File: config.mk
export PLATFORM = sky130hd
export DESIGN_NAME = matrix_alu_sequencer
export DESIGN_NICKNAME = d
export VERILOG_FILES = /design/src/rtl/matrix_alu_sequencer.sv
export SDC_FILE = /design/constraint.sdc
export NUM_CORES = 1
export LEC_CHECK = 0
export CAP_MARGIN = 20
export CORE_AREA = 2 2 256 258
export CTS_CLUSTER_DIAMETER = 100
export CTS_CLUSTER_SIZE = 28
export DETAILED_ROUTE_END_ITERATION = 7
export DIE_AREA = 0 0 258 260
export GPL_ROUTABILITY_DRIVEN = 0
export PLACE_DENSITY_LB_ADDON = 0.2
export SKIP_LAST_GASP = 1
export SLEW_MARGIN = 20
export SYNTH_ARGS = -nofsm -noshare
export SYNTH_HDL_FRONTEND = slang
export SYNTH_SLANG_ARGS = --single-unit
File: constraint.sdc
create_clock -name clk -period 3.3 [get_ports clk]
set_input_delay 0.33 -clock clk [delete_from_list [all_inputs] [get_ports clk]]
set_output_delay 0.33 -clock clk [all_outputs]
set_load 0.01 [all_outputs]
File: src/rtl/matrix_alu_sequencer.sv
// Byte-serial front end for the 5x5 matrix ALU: loads A/B, pulses start, waits, streams the result.
// Optional OVF_ABORT_EN: drop the result stream and flag err_illegal when the ALU reports overflow.
module matrix_alu_sequencer #(
  parameter int SEQ_LATENCY  = 32,
  parameter int COMB_LATENCY = 1
) (
  input  logic         clk,
  input  logic         rst,
  input  logic         cmd_valid,
  output logic         cmd_ready,
  input  logic [2:0]   cmd_op,
  input  logic [7:0]   cmd_scalar,
  input  logic         elem_valid,
  output logic         elem_ready,
  input  logic [7:0]   elem_data,
  output logic [2:0]   alu_op_code,
  output logic [199:0] alu_matrix_a,
  output logic [199:0] alu_matrix_b,
  output logic [7:0]   alu_scalar,
  output logic         alu_start,
  input  logic [199:0] alu_result,
  input  logic         alu_overflow,
  output logic         res_valid,
  input  logic         res_ready,
  output logic [7:0]   res_data,
  output logic         res_last,
  output logic         res_overflow,
  output logic         err_illegal,
  output logic         busy
);
  localparam logic [2:0] S_IDLE   = 3'd0;
  localparam logic [2:0] S_LOAD_A = 3'd1;
  localparam logic [2:0] S_LOAD_B = 3'd2;
  localparam logic [2:0] S_EXEC   = 3'd3;
  localparam logic [2:0] S_WAIT   = 3'd4;
  localparam logic [2:0] S_UNLOAD = 3'd5;

  localparam int MAXL = (SEQ_LATENCY > COMB_LATENCY) ? SEQ_LATENCY : COMB_LATENCY;
  localparam int CW   = $clog2(MAXL + 1);

  logic [2:0]    state;
  logic [4:0]    k;
  logic [CW-1:0] wcnt;
  logic [199:0]  result;

  function automatic logic needs_b(input logic [2:0] op);
    return (op == 3'b000) || (op == 3'b001) || (op == 3'b110);
  endfunction

  assign cmd_ready  = (state == S_IDLE);
  assign elem_ready = (state == S_LOAD_A) || (state == S_LOAD_B);
  assign alu_start  = (state == S_EXEC);
  assign res_valid  = (state == S_UNLOAD);
  assign res_data   = result[{k, 3'b000} +: 8];
  assign res_last   = (state == S_UNLOAD) && (k == 5'd24);
  assign busy       = (state != S_IDLE);

  always_ff @(posedge clk) begin
    if (rst) begin
      state        <= S_IDLE;
      k            <= '0;
      wcnt         <= '0;
      result       <= '0;
      alu_op_code  <= '0;
      alu_scalar   <= '0;
      alu_matrix_a <= '0;
      alu_matrix_b <= '0;
      res_overflow <= 1'b0;
      err_illegal  <= 1'b0;
    end else begin
      err_illegal <= 1'b0;
      case (state)
        S_IDLE: begin
          if (cmd_valid) begin
            alu_op_code <= cmd_op;
            alu_scalar  <= cmd_scalar;
            if (cmd_op == 3'b101 || cmd_op == 3'b111) begin
              err_illegal <= 1'b1;
            end else begin
              k     <= '0;
              state <= S_LOAD_A;
            end
          end
        end
        S_LOAD_A: begin
          if (elem_valid) begin
            alu_matrix_a[{k, 3'b000} +: 8] <= elem_data;
            if (k == 5'd24) begin
              k     <= '0;
              state <= needs_b(alu_op_code) ? S_LOAD_B : S_EXEC;
            end else begin
              k <= k + 5'd1;
            end
          end
        end
        S_LOAD_B: begin
          if (elem_valid) begin
            alu_matrix_b[{k, 3'b000} +: 8] <= elem_data;
            if (k == 5'd24) begin
              k     <= '0;
              state <= S_EXEC;
            end else begin
              k <= k + 5'd1;
            end
          end
        end
        S_EXEC: begin
          wcnt  <= (alu_op_code == 3'b110) ? CW'(SEQ_LATENCY) : CW'(COMB_LATENCY);
          state <= S_WAIT;
        end
        S_WAIT: begin
          // WAIT lasts exactly wcnt cycles; capture on the edge that takes it to zero
          if (wcnt <= CW'(1)) begin
            wcnt         <= '0;
            result       <= alu_result;
            res_overflow <= alu_overflow;
            k            <= '0;
`ifdef OVF_ABORT_EN
            if (alu_overflow) begin
              err_illegal <= 1'b1;
              state       <= S_IDLE;
            end else begin
              state <= S_UNLOAD;
            end
`else
            state <= S_UNLOAD;
`endif
          end else begin
            wcnt <= wcnt - CW'(1);
          end
        end
        S_UNLOAD: begin
          if (res_ready) begin
            if (k == 5'd24) begin
              k     <= '0;
              state <= S_IDLE;
            end else begin
              k <= k + 5'd1;
            end
          end
        end
        default: state <= S_IDLE;
      endcase
    end
  end
endmodule

; ---- Word-level counts from Yosys, hierarchy flattened
; Index checks and enable logic that the tools add are counted.
; Widths: inputs -> output; s select.
[word_totals]
reg_bits = 627
latchBits = 0
ram_bits = 0
rom_bits = 0
wordCells = 81
mem_count = 0
[op_classes]
n_addsub = 3
multipliers = 0
div_mod_pow = 0
n_lt_le_gt_ge = 1
n_eq_ne = 20
shift = 3
muxes = 24
bitwise = 2
reduce_logical = 18
[op_table]
columns = operator, count
row1 = $bwmux 200, 2
row2 = $shift 8x10->200 const A, 1
row3 = $shiftx 200x9->8, 1
row4 = $shiftx 8x10->200, 1
row5 = $mux 5, 6
row6 = $mux 3, 9
row7 = $pmux 5 s4, 1
row8 = $pmux 3 s6, 1
row9 = $eq 3x3->1 const B, 5
row10 = $mux 6, 2
row11 = $pmux 6 s2, 1
row12 = $ne 2x1->1 const B, 5
row13 = $ne 2x2->1 const B, 5
row14 = $neg 8->10, 1
row15 = $reduce_and 9->1, 1
row16 = $reduce_and 2->1, 4
row17 = $eq 3x1->1 const B, 2
row18 = $eq 3x2->1 const B, 2
row19 = $le 6x1->1 const B, 1
row20 = $logic_not 3->1, 2
row21 = $reduce_and 6->1, 1
row22 = $sub 6x1->6 const B, 1
row23 = $add 5x1->5 const B, 1
row24 = $eq 5x5->1 const B, 1
row25 = other kinds (9), 14

; ---- Logic depth before layout (Yosys ltp)
[logic_depth]
depth_word = 7
ltp_mapped = 13

; ---- Worst setup path before layout
; OpenSTA, ideal clock, no wires.
[synth_timing]
kind = flip-flop to flip-flop
start = reg k[1]
end = reg alu_matrix_a[79]
arrival_ns = 3.259
required_ns = 3.229
slack_ns = -0.029
path_stages_with_launch = 14
synth_period_minus_slack_ns = 3.329
path_cell_list = dfxtp_1 -> buf_2 -> buf_1 -> buf_1 -> inv_1 -> ha_1 -> clkbuf_1 -> or2_2 -> o21a_1 -> clkbuf_1 -> nor2_1 -> clkbuf_1 -> nand3_1 -> a21oi_1
[synth_between]
elab_chain_cells = 3
[synth_lines]
columns = element, line
row1 = start: declaration, 42  ; logic [4:0] k;
row2 = start signal: assignment, 92  ; k <= k + 5'd1;
row3 = start signal: assignment, 103  ; k <= k + 5'd1;
row4 = start signal: assignment, 138  ; k <= k + 5'd1;
row5 = $neg 8->10 (*), 87  ; alu_matrix_a[{k, 3'b000} +: 8] <= elem_data;
row6 = $shiftx 8x10->200 or $shift 8x10->200 (tied branches), 87
row7 = $bwmux 200 (*), 87
row8 = end signal: indexed assignment, 87
row9 = end: declaration, 17  ; output logic [199:0] alu_matrix_a,
; Mark *: on every way between the ends. The rest lies on a longest branch, timed or not.
; A chain may end at the register's enable or synchronous reset.

; ---- Worst setup path after layout
[layout_timing]
start = reg k[1]
end = out res_data[3]
[layout_between]
elab_chain_cells = 1
[layout_lines]
columns = element, line
row1 = $shiftx 200x9->8, 54  ; assign res_data = result[{k, 3'b000} +: 8];
row2 = end: declaration, 25  ; output logic [7:0] res_data,
; No other way between the ends.

==> results.txt <==
Status = finished clean
Final hold vios = 0
DR WL/cell = 22.1 um
CP max stage cell = clkdlybuf4s50_1
WP buf/inv = 2
CTS max path bufs = 3
Max-slew violation count = 0
Crit-path cells = buf_16, mux2_2, a22oi_1, o22ai_1, a21oi_1, a221oi_2, clkdlybuf4s50_1
Routed Antenna Nets = 0
Syn_nets = 2968
Top Ports = 652
Synth-to-layout area growth = 34.5%
R2R Setup Slk = 0.30 ns
Post-DP HPWL = 67400 um
Hold_buf cts = 0
DR vias = 22300
F_max = 0.304 GHz
# H-tree levels = 1
Core box area = 64100 um^2
Leading post-synthesis cells by cell area = dfxtp_1 (50%), mux2i_1 (9.3%), nand2_1 (8.2%)
Share of cells above drive strength 1 = 8.09%
Worst vdd ir = 0.378 mV
Reg2reg end = alu_matrix_b[183]
Crit path time final = 3.29 ns
Largest delay share family, worst path = buffers and inverters
Clk sink count = 627
GRT Total Usage = 25.8%
First-pass GRT wire length = 133000 um
CP Data Arrival Time = 2.96 ns
CP Launch Type = register
Syn Area/Cell = 9.14 um^2
Die width = 258 um
Critical Path Start = k[1]
Most common cell after layout, fill and taps aside = clkdlybuf4s50_1
Relative slew slack = 26.0%
CP peak stage delay = 0.52 ns
Vias in the first global route = 21000
Grt ovf = 0
Yosys top cell by area = dfxtp_1
Final Cell Area = 33600 um^2
Most frequent cells in the layout = clkdlybuf4s50_1 (637), dfxtp_1 (623), nand2_1 (547), a21oi_1 (302), nor2_1 (237)
Max Cap Violations = 0
Initial Utilization = 39.0%
Ys Warns = 0
Min-delay src = rst
R2R cell count = 7
# rows = 93
RSZ-0062 raised after global routing = yes
Req. time, crit path = 2.97 ns
CTS root buf = clkbuf_16
FFs w/ async S/R, synth = 0%
Worst slew pin tran = 1.11 ns
Final core utilization = 52.4%
Setup CP Type = reg2out
Crit Path Max Fanout = 33
CTS tree = built
Clock Skew = 0.0248 ns
Crit path capture type = primary output
Cell Area, Placed = 32300 um^2
Post-synthesis instance area = 25000 um^2
#FFs+latches synth = 627
Hold path depth = 2
Nets = 3519
Leakage = 11.0 nW
Number of fill cells = 5787
Post-synthesis cell type count = 75
Final wirelength = 92100 um
DRT Pass-1 Iters = 6
Die Span Y = 260 um
RR Startpoint = k[1]
Final period util = 99.7%
I/O Buffers = 651
CTS buffer count = 30
Hold Crit Class = in2reg
Worst-Skew Late Latency = 0.62 ns
Syn Inst Count = 2735
Post-synth EDFFs = 0
DRT iter0 DRCs = 1915
Vias per cell = 5.35
Residual DRC count = 0
Final setup viols = 0
Total die area = 67100 um^2
CTS clk-pin slew, worst paths = 0.11 ns
Top FF cell, synth = dfxtp_1
Largest net degree at the start of global routing = 250
Initial antenna violation count = 4
Sequential share of the synthesized area = 50.2%
Share of the synthesized area in the top cell type = 50.2%
Hold Crit Endpoint = result[117]
Pwr/cell area = 520 nW/um^2
-- cells in the mapped netlist (11+ instances only) --
master	instances
a22o_1	56
nor3_1	32
a31oi_4	12
nand3_1	143
and2_1	19
mux2i_1	233
nand2_1	547
o21a_1	11
o22ai_1	17
inv_1	24
clkbuf_1	172
mux4_2	40
nor2_1	240
o21ai_0	14
buf_2	25
dfxtp_1	627
a21oi_1	303
o31ai_1	42
buf_1	13
-- final cells by class --
| cell class | count | area [um^2] | area share (%) |
|---|---|---|---|
| Inverter | 27 | 101 | 0.301 |
| Clock inverter | 11 | 160 | 0.476 |
| Multi-Input combinational cell | 1865 | 11600 | 34.4 |
| Sequential cell | 627 | 12600 | 37.4 |
| Timing Repair Buffer | 735 | 7320 | 21.8 |
| Clock buffer | 35 | 821 | 2.44 |
| Antenna cell | 4 | 10.0 | 0.0298 |
| Tap cell | 855 | 1070 | 3.18 |
-- per-layer routing --
layer / track usage [%] / wire length (um)
met5: 0 / 23
met4: 10.4 / 4020
met3: 3.59 / 5390
met2: 45.7 / 45900
met1: 31.7 / 36800
-- through the flow --
stage          setup TNS, ns  worst slack, ns  instances  total power, mW  hold WS [ns]
2_1_floorplan              0            0.170       2735             11.2         0.433
3_3_place_gp               0            0.386       4100             12.7         0.439
3_5_place_dp               0            0.294       4100             12.8         0.443
4_1_cts              -0.0269          -0.0269       4154             17.5        0.0958
5_1_grt               -0.135          -0.0532       4156             18.2         0.128
6_report                   0          0.00928       4159             17.5         0.111
-- cells by family (layout without fill, tap and decap cells) --
group	count (synthesis)	count (layout)	share of synthesized area (%)
fa+ha+maj	8	8	0.401
flops	627	627	50.2
xor+xnor	3	3	0.135
other cells	0	4	0
simple gates	1048	1048	18.0
mux	282	282	13.3
compound gates	524	524	13.9
buf+inv	243	808	3.91
-- flip-flops by register name, indices dropped and copies added, names as in the netlist --
signal	flops
alu_scalar	8
result	200
wcnt	6
err_illegal	1
k	5
alu_matrix_a	200
alu_matrix_b	200
res_overflow	1
alu_op_code	3
state	3
-- what timing repair did --
item | CTS | global route
pin swaps | 0 | 0
endpoints found under the setup margin | 8 | 6
buffers inserted | 6 | 0
cloned | 2 | 0
gates resized for setup | 18 | 10
-- worst max path at each step --
stage	endpoint	cells past startpoint	slack (ns)
finish	res_data[3]	7	0.009
global route	res_data[2]	7	-0.05
CTS	res_data[3]	7	-0.03
detailed placement	alu_matrix_a[133]	8	0.29
global placement	res_data[3]	7	0.39
floorplan	alu_matrix_a[79]	13	0.17
-- where the power goes --
group / total, mW / leakage [nW] / internal (mW) / switching [mW]
clock: 4.54 / 0.477 / 1.87 / 2.67
combinational: 4.57 / 5.46 / 1.82 / 2.75
sequential: 8.35 / 5.06 / 8.04 / 0.317
(Power assumes the default switching activity.)
